**src/rtl/sdram_pkg.sv**
```systemverilog
// Shared definitions for the SDRAM capture read/write paths:
// FSM state encoding, burst/region defaults and address arithmetic.
package sdram_pkg;

    localparam int ADDR_W = 32;
    localparam int DEF_BURST_BYTES = 64;
    localparam logic [ADDR_W-1:0] DEF_REGION_BYTES = 32'h0010_0000;

    typedef enum logic [1:0] {
        ST_IDLE,
        ST_GO,
        ST_STREAM,
        ST_WAIT_DONE
    } sdram_state_t;

    // Advance a burst base by one step, wrapping to the region start.
    function automatic logic [ADDR_W-1:0] next_burst_base(
        input logic [ADDR_W-1:0] base,
        input logic [ADDR_W-1:0] step,
        input logic [ADDR_W-1:0] start,
        input logic [ADDR_W-1:0] limit
    );
        logic [ADDR_W-1:0] sum;
        sum = base + step;
        return (sum >= limit) ? start : sum;
    endfunction

endpackage

```
**src/rtl/sdram_write.sv**
```systemverilog
// Streams ADC samples into a DMA write master as fixed-size bursts
// over a wrapping capture region.
module sdram_write
    import sdram_pkg::*;
#(
    parameter logic [ADDR_W-1:0] BASE_ADDR    = 32'h0,
    parameter int                BURST_BYTES  = DEF_BURST_BYTES,
    parameter logic [ADDR_W-1:0] REGION_BYTES = DEF_REGION_BYTES
) (
    input  logic              clk,
    input  logic              reset,
    input  logic              start_write,
    input  logic [31:0]       sample_data,
    input  logic              sample_valid,
    output logic              sample_ready,
    input  logic              control_done,
    input  logic              user_buffer_full,
    output logic              control_fixed_location,
    output logic [ADDR_W-1:0] control_write_base,
    output logic [31:0]       control_write_length,
    output logic              control_go,
    output logic              user_write_buffer,
    output logic [31:0]       user_write_data,
    output logic              busy,
    output logic              overflow,
    output logic [15:0]       bursts_done
);

    localparam int BURST_WORDS = BURST_BYTES / 4;
    localparam int CNT_W = $clog2(BURST_WORDS + 1);
    localparam logic [CNT_W-1:0] WORDS = CNT_W'(BURST_WORDS);
    localparam logic [CNT_W-1:0] LAST_WORD = CNT_W'(BURST_WORDS - 1);
    localparam logic [ADDR_W-1:0] STEP = ADDR_W'(BURST_BYTES);
    localparam logic [ADDR_W-1:0] LIMIT = BASE_ADDR + REGION_BYTES;

    sdram_state_t state, state_next;

    logic [CNT_W-1:0]  word_cnt;
    logic [ADDR_W-1:0] base;
    logic              accept;
    logic              last_word;
    logic              done_now;

    assign accept    = sample_valid && sample_ready;
    assign last_word = accept && (word_cnt == LAST_WORD);
    assign done_now  = (state == ST_WAIT_DONE) && control_done;

    always_ff @(posedge clk) begin
        if (reset) state <= ST_IDLE;
        else       state <= state_next;
    end

    always_comb begin
        state_next   = state;
        sample_ready = 1'b0;
        control_go   = 1'b0;
        unique case (state)
            ST_IDLE: begin
                if (start_write) state_next = ST_GO;
            end
            ST_GO: begin
                control_go = 1'b1;
                state_next = ST_STREAM;
            end
            ST_STREAM: begin
                sample_ready = !user_buffer_full && (word_cnt < WORDS);
                if (last_word) state_next = ST_WAIT_DONE;
            end
            ST_WAIT_DONE: begin
                if (control_done)
                    state_next = start_write ? ST_GO : ST_IDLE;
            end
            default: state_next = ST_IDLE;
        endcase
    end

    always_ff @(posedge clk) begin
        if (reset) begin
            base              <= BASE_ADDR;
            word_cnt          <= '0;
            bursts_done       <= '0;
            overflow          <= 1'b0;
            user_write_buffer <= 1'b0;
            user_write_data   <= '0;
        end else begin
            user_write_buffer <= accept;
            if (accept) begin
                user_write_data <= sample_data;
                word_cnt        <= last_word ? '0 : word_cnt + 1'b1;
            end
            // Only a stalled STREAM loses data; other states just ignore it.
            if ((state == ST_STREAM) && sample_valid && user_buffer_full)
                overflow <= 1'b1;
            else if ((state == ST_IDLE) && start_write)
                overflow <= 1'b0;
            if (done_now) begin
                base        <= next_burst_base(base, STEP, BASE_ADDR, LIMIT);
                bursts_done <= bursts_done + 16'd1;
            end
        end
    end

    assign control_fixed_location = 1'b0;
    assign control_write_base     = base;
    assign control_write_length   = 32'(BURST_BYTES);
    assign busy                   = (state != ST_IDLE);

endmodule

```
**config.mk**
```make
export PLATFORM = sky130hd
export DESIGN_NAME = sdram_write
export DESIGN_NICKNAME = d
export VERILOG_FILES = /design/src/rtl/sdram_pkg.sv /design/src/rtl/sdram_write.sv
export SDC_FILE = /design/constraint.sdc
export NUM_CORES = 1
export LEC_CHECK = 0
export CORE_ASPECT_RATIO = 0.6
export CORE_MARGIN = 2
export CORE_UTILIZATION = 44
export CTS_BUF_LIST = sky130_fd_sc_hd__clkbuf_16
export DETAILED_ROUTE_END_ITERATION = 10
export HOLD_SLACK_MARGIN = 0.03
export PLACE_DENSITY = 0.81
export RECOVER_POWER = 25
export SKIP_CTS_REPAIR_TIMING = 1
export SLEW_MARGIN = 20
export SYNTH_ARGS = -nofsm -noshare
export SYNTH_HDL_FRONTEND = slang
export SYNTH_SLANG_ARGS = --single-unit
```
**constraint.sdc**
```tcl
create_clock -name clk -period 3.1 [get_ports clk]
set_input_delay 0.31 -clock clk [delete_from_list [all_inputs] [get_ports clk]]
set_output_delay 0.31 -clock clk [all_outputs]
set_load 0.01 [all_outputs]
```
# Word-level counts from Yosys, hierarchy flattened

Cells that the tools add are included.
Widths: inputs -> output; s select.

Reductions and logical operators: 12
Eq/ne operators: 7
Muxes and demuxes: 11
$add $sub $neg: 3
$lt $le $gt $ge: 2

Operator list:

| kind                  | number |
|---|---|
| $add 32x7->32 const B | 1 |
| $ge 32x21->1 const B  | 1 |
| $mux 32               | 1 |
| $add 16x1->16 const B | 1 |
| $pmux 2 s4            | 1 |
| $logic_and 1x1->1     | 7 |
| $mux 2                | 3 |
| $ne 2x2->1 const B    | 3 |
| $add 5x1->5 const B   | 1 |
| $eq 5x4->1 const B    | 1 |
| $lt 5x5->1 const B    | 1 |
| $mux 1                | 5 |
| $mux 5                | 1 |
| $eq 2x2->1 const B    | 2 |
| $reduce_bool 2->1     | 2 |
| $reduce_and 3->1      | 1 |
| $eq 2x1->1 const B    | 1 |
| $logic_not 2->1       | 1 |
| $logic_not 1->1       | 1 |

Bits of input ports: 38
Output and inout bits: 118
Bits in registers: 89

# Logic depth before layout (Yosys ltp)

Gate-level depths: netlist of the first run.

Depth after elaboration: 7
Mapped depth: 8

# Worst setup path before layout of the first run

OpenSTA, ideal clock, no wires.

Kind: register to register
Start point: register base[6] (netlist: control_write_base[6])
End point: register base[15] (netlist: control_write_base[15])
Period minus slack after synthesis: 2.277 ns
Arrival: 2.133 ns
Path slack: 0.823 ns
Cell stages (with the launch flop): 9
Library setup time: 0.144 ns
Data required time: 2.956 ns
Cell sequence: dfxtp_1 > ha_1 > and4_1 > nand4_2 > or3_1 > mux2_2 > o211ai_2 > buf_6 > a211oi_2

Cells in the longest elaborated chain, start to end: 3

RTL lines:

| item                   | line              | text |
|---|---|---|
| from (decl)            | sdram_write.sv:39 | `logic [ADDR_W-1:0] base;` |
| from (signal assigned) | sdram_write.sv:97 | `base <= next_burst_base(base, STEP, BASE_ADDR, LIMIT);` |
| $add 32x7->32 (*)      | sdram_pkg.sv:24   | `sum = base + step;` |
| $ge 32x21->1           | sdram_pkg.sv:25   | `return (sum >= limit) ? start : sum;` |
| $mux 32 (*)            | sdram_pkg.sv:25   |  |

Every way passes the cells marked *; elsewhere a longest branch is shown, timed or not.
A chain may end at the register's enable or synchronous reset.

# Final worst setup path of the first run

Start point: register base[6] (netlist: control_write_base[6])
End point: register base[9] (netlist: control_write_base[9])

The elaborated chain is that of the path after synthesis.

==> results.cfg, run 1 <==
[run_status]
status = complete, no violations

[route]
dr.pass1.iters = 5
wl_per_cell_um = 14.4
drt_iter0_drc = 281
wl_mm = 10.1
drc = 0
viasPerCell = 5.15
vias = 3587
postRouteAntennaNets = 0

[worst_setup_path]
cp.arrival_ns = 2.85
crit_fanout = 19
required_ns = 3.29
cp-start-kind = flip-flop
end_kind = flip-flop
worstSetupPathType = reg2reg
r2r_cells = 8

[floorplan]
core_area_um2 = 8650
fp.dieH_um = 77.7
die_w_um = 127
io_pins = 156
fp-row-count = 26
die_area_um2 = 9860
start_util_pct = 46.1

[clock_network]
clk_latency_ns = 0.33
root_buffer = clkbuf_16
cts_tree = built
cts.clk_slew.worst_paths_ns = 0.06
clock_sinks = 83
cts-buffers-inserted = 9
clock_path_buffers = 2
cts-htree-levels = 3

[global_route]
grt_max_degree = 51
grt_pass1_wl_mm = 16.4
grt-ovfl-total = 0
grt_pass1_vias = 3291
grt_usage_pct = 20.6
antenna_found_initial = 0

[finish]
seqCellArea_um2 = 1660
drive_gt1_share_pct = 6.34
nFillCells = 754
nets = 626
diodes = 0
final_core_util_pct = 62.1
multi_input_area_um2 = 2030
syn2layout_area_growth_pct = 34.9

[sta]
finalCritPeriodShare_pct = 85.8
layout_min_cycle_time_ns = 2.66
setup_viol = 0
rsz0062_at_grt = no
final_max_slew_viol_count = 0
setup_tns_ns = 0
fmax_mhz = 376
tightest_slew_ns = 0.548
fin_skew_ns = 0.00635
final_hold_viol_count = 0
maxSlewHeadroom_pct = 63.5

[synth]
synth_edf_count = 0
ys_types = 44
yosysTopAreaCell = dfxtp_1
ys.warnings.count = 0
synth_area_leaders = dfxtp_1, nand2_1, buf_4, a21oi_1, xnor2_1
yosysSeqAreaShare_pct = 41.7
syn-cell-area_um2 = 3990
syn_inst = 473
yosysTopAreaCellShare_pct = 41.7
synth_ff_type = dfxtp_1
async_flop_share_pct = 0
avgSynthCellArea_um2 = 8.43
ys_seq_elements = 83

[placed_design]
hpwl_mm = 7.33
io_buffers = 116
gp_congestion = 0.918

[pwr]
power.density_nw_per_um2 = 491
peakVddDrop_v = 0.000445
p_leak_nw = 1.97

[hold_path]
hold_depth = 4
hp-class = in2reg

[flow_run]
maxCapViolCount = 0
==> final timing paths <==
path | start | endpoint | slack [ns]
worst max-delay path | control_write_base[6]$_SDFFE_PP0P_ | control_write_base[9]$_SDFFE_PP0P_ | 0.44
worst min-delay path | reset | control_write_base[7]$_SDFFE_PP0P_ | 0.37
worst max register to register | control_write_base[6]$_SDFFE_PP0P_ | control_write_base[9]$_SDFFE_PP0P_ | 0.44
worst min register to register | user_write_data[5]$_SDFFE_PP0P_ | user_write_data[5]$_SDFFE_PP0P_ | 0.45
==> synth_stat cells, types with 2 or more instances <==
cell type	n
ha_1	9
inv_1	8
conb_1	2
dfxtp_1	83
or4_1	3
buf_2	2
a21oi_1	42
nand3b_1	2
o21ai_1	2
nand3_1	19
xnor2_1	15
and3_1	3
o21ai_0	9
xor2_1	15
buf_6	2
or3_1	9
buf_4	39
nand4_1	13
nor2_1	26
buf_1	3
nor4_1	5
a211oi_2	9
nand4_2	2
nand2_1	85
and4_1	6
nor3_1	10
clkbuf_1	18
and2_1	7
a211oi_1	10
==> registers in the layout (all words and copies together), names as in the netlist <==
signal / flops
user_write_buffer: 1
bursts_done: 16
state: 2
word_cnt: 5
overflow: 1
control_write_base: 26
user_write_data: 32
==> cell usage in the layout, fill, tap and decap left out, types with 13 or more instances in the layout <==
| cell type | count |
|---|---|
| nand2_1 | 85 |
| dfxtp_1 | 83 |
| clkdlybuf4s50_1 | 78 |
| a21oi_1 | 42 |
| conb_1 | 39 |
| dlygate4sd3_1 | 37 |
| nor2_1 | 26 |
| nand3_1 | 19 |
| xnor2_1 | 15 |
| xor2_1 | 15 |
| nand4_1 | 13 |
==> stage by stage <==
step / instance area (µm²) / worst slack (ns) / power [mW] / hold WS, ns / std cells
5_1_grt: 5380 / 0.262 / 2.77 / 0.370 / 696
3_3_place_gp: 5060 / 0.600 / 1.52 / 0.441 / 680
4_1_cts: 5380 / 0.469 / 2.68 / 0.350 / 696
3_5_place_dp: 5060 / 0.486 / 1.54 / 0.448 / 680
2_1_floorplan: 4120 / 0.823 / 1.40 / 0.446 / 510
6_report: 5380 / 0.439 / 2.64 / 0.369 / 696
==> metal layers <==
layer  up-vias  GRT usage (%)  part of all wire [%]
li1       1764              -                     -
met1      1667           26.8                    45
met2       146           31.2                    45
met3        10           9.03                   9.3
met4         0           5.93                  0.63
met5         -              0                     0
==> kinds of logic after synthesis <==
| group | synth area share (%) |
|---|---|
| mux | 0.534 |
| compound gates | 13.5 |
| buf+inv | 10.9 |
| simple gates | 23.8 |
| other cells | 0.188 |
| flops | 41.7 |
| fa+ha+maj | 2.83 |
| xor+xnor | 6.59 |
==> area by class of cell <==
type,instances,share of cell area (%)
Multi-Input combinational cell,355,37.7
Sequential cell,83,30.9
Timing Repair Buffer,122,22.3
Clock buffer,9,4.19
Tap cell,112,2.61
Clock inverter,7,1.70
Inverter,8,0.558
==> worst max-delay path, stage by stage, from the launching register on <==
cell,delay (ns)
dfxtp_1,0.44
ha_1,0.28
and4_1,0.23
nand4_2,0.25
or3_1,0.44
mux2_2,0.30
o211ai_2,0.17
buf_4,0.29
a211oi_1,0.12
==> power by group <==
group          internal, mW  switching (mW)
clock network         0.702           0.426
registers              1.10          0.0270
logic                 0.172           0.212
Note: power is estimated with default switching activity, not from simulation.
==> run 2: changes to the inputs <==
- CORE_MARGIN: 2 -> 5
- REMOVE_ABC_BUFFERS: not set -> 1
==> run 2 against run 1 <==
- worst setup slack better by 0.047 ns
- final cell count shrank 0.14%
- count of clock-buffer cells in the layout is the same
- clock skew grew 0.0017 ns
- sequential power is essentially flat
- sequential cell count is the same
- final area is 0.60% lower
- core utilization shrank 0.38 points
- register-to-register slack better by 0.05 ns
- die area rose by 13%
- critical path type unchanged
- critical endpoint unchanged
- largest power group unchanged
==> results.cfg, run 2 (synthesized netlist as in run 1, its figures left out) <==
[run_status]
status = complete, no violations

[flow_run]
maxCapViolCount = 0

[worst_setup_path]
r2r-start = control_write_base[6]$_SDFFE_PP0P_
required_ns = 3.28
startpoint = control_write_base[6]$_SDFFE_PP0P_
crit_fanout = 20
worstSetupPathType = reg2reg
end_kind = flip-flop
cp.arrival_ns = 2.79
cp-start-kind = flip-flop
reg2reg_to = control_write_base[9]$_SDFFE_PP0P_
crit_end = control_write_base[9]$_SDFFE_PP0P_
r2r_cells = 8
worst-r2r-setup-slack_ns = 0.49

[route]
viasPerCell = 5.16
dr.pass1.iters = 4
vias = 3588
drc = 0
postRouteAntennaNets = 0
wl_mm = 11.0
wl_per_cell_um = 15.8
drt_iter0_drc = 199

[sta]
tightest_slew_ns = 0.649
setup_tns_ns = 0
final_max_slew_viol_count = 0
maxSlewHeadroom_pct = 56.7
final_hold_viol_count = 0
rsz0062_at_grt = no
finalCritPeriodShare_pct = 84.3
layout_min_cycle_time_ns = 2.61
setup_viol = 0
fmax_mhz = 383
fin_skew_ns = 0.00803

[clock_network]
cts-htree-levels = 3
root_buffer = clkbuf_16
cts.clk_slew.worst_paths_ns = 0.06
clk_latency_ns = 0.33
cts_tree = built
clock_path_buffers = 2
clock_sinks = 83
cts-buffers-inserted = 9

[global_route]
grt-ovfl-total = 0
grt_pass1_wl_mm = 18.1
grt_max_degree = 36
antenna_found_initial = 0
grt_usage_pct = 19.6
grt_pass1_vias = 3523

[placed_design]
io_buffers = 116
gp_congestion = 0.928
dpl_cell_area_um2 = 5060
hpwl_mm = 8.28

[finish]
final_common_cell = nand2_1
final_core_util_pct = 61.8
largest_reg_flops = 32
final_cell_mix = nand2_1, dfxtp_1, clkdlybuf4s50_1, a21oi_1, conb_1
regMostFlops = user_write_data
final_area_um2 = 5350
drive_gt1_share_pct = 6.35
diodes = 0
nets = 626
syn2layout_area_growth_pct = 34.1

[hold_path]
hp-class = reg2reg

[floorplan]
start_util_pct = 46.1
core_area_um2 = 8650
io_pins = 156
die_w_um = 133
die_area_um2 = 11100
fp.dieH_um = 83.7
fp-row-count = 26

[pwr]
peakVddDrop_v = 0.000423
p_leak_nw = 1.95
power_mw = 2.54
power.density_nw_per_um2 = 475
[run 2: cell count changes in the layout (fill, tap and decap cells not counted), sizes merged]
cell and delta:
bufinv -1, clkdlybuf4s50 +4, dlygate4sd3 -4
[run 2: worst min-delay path by stage]
stage / slack, ns / to / start / cells past startpoint
after CTS: 0.45 / user_write_data[8]$_SDFFE_PP0P_ / user_write_data[8]$_SDFFE_PP0P_ / 2
after global routing: 0.46 / user_write_data[8]$_SDFFE_PP0P_ / user_write_data[8]$_SDFFE_PP0P_ / 2
after detailed placement: 0.45 / user_write_data[8]$_SDFFE_PP0P_ / user_write_data[8]$_SDFFE_PP0P_ / 2
after floorplan: 0.37 / control_write_base[15]$_SDFFE_PP0P_ / reset / 1
after global placement: 0.44 / user_write_data[31]$_SDFFE_PP0P_ / user_write_data[31]$_SDFFE_PP0P_ / 2
final: 0.45 / user_write_data[11]$_SDFFE_PP0P_ / user_write_data[11]$_SDFFE_PP0P_ / 2
[run 2: report_power, final]
group	total, mW	switching [mW]	leakage, nW	internal, mW
Sequential	1.13	0.0253	0.669	1.10
Clock	1.03	0.412	0.138	0.613
Combinational	0.386	0.215	1.14	0.171
[run 2: through the flow]
stage          hold slack, ns  cells  worst slack, ns
5_1_grt                 0.463    695            0.329
3_3_place_gp            0.442    680            0.618
6_report                0.451    695            0.486
2_1_floorplan           0.375    446            0.440
4_1_cts                 0.455    695            0.479
3_5_place_dp            0.446    680            0.538
[run 2: cell type report]
| cell class | instances | area (µm²) |
|---|---|---|
| fillers | 706 | 3310 |
| repair buffers | 122 | 1200 |
| inverters | 8 | 30.0 |
| flip-flops and latches | 83 | 1660 |
| well taps | 112 | 140 |
| clock buffers | 9 | 225 |
| clock inverters | 6 | 58.8 |
| multi-input cells | 355 | 2030 |
[run 2: worst max-delay path, cell delays in order (launching register included)]
cell      delay (ns)
dfxtp_1         0.42
ha_1            0.27
and4_1          0.23
nand4_2         0.23
or3_1           0.42
mux2_2          0.30
o211ai_2        0.16
buf_4           0.31
a211oi_1        0.12
[run 2: metal layers]
layer | routed length [µm] | share of wire, % | vias up | GRT usage [%]
met5 | 0 | 0 | - | 0
met4 | 149 | 1.4 | 0 | 5.28
met3 | 497 | 4.5 | 14 | 4.16
met2 | 5370 | 49 | 110 | 32.6
met1 | 4950 | 45 | 1705 | 25.9
li1 | - | - | 1759 | -
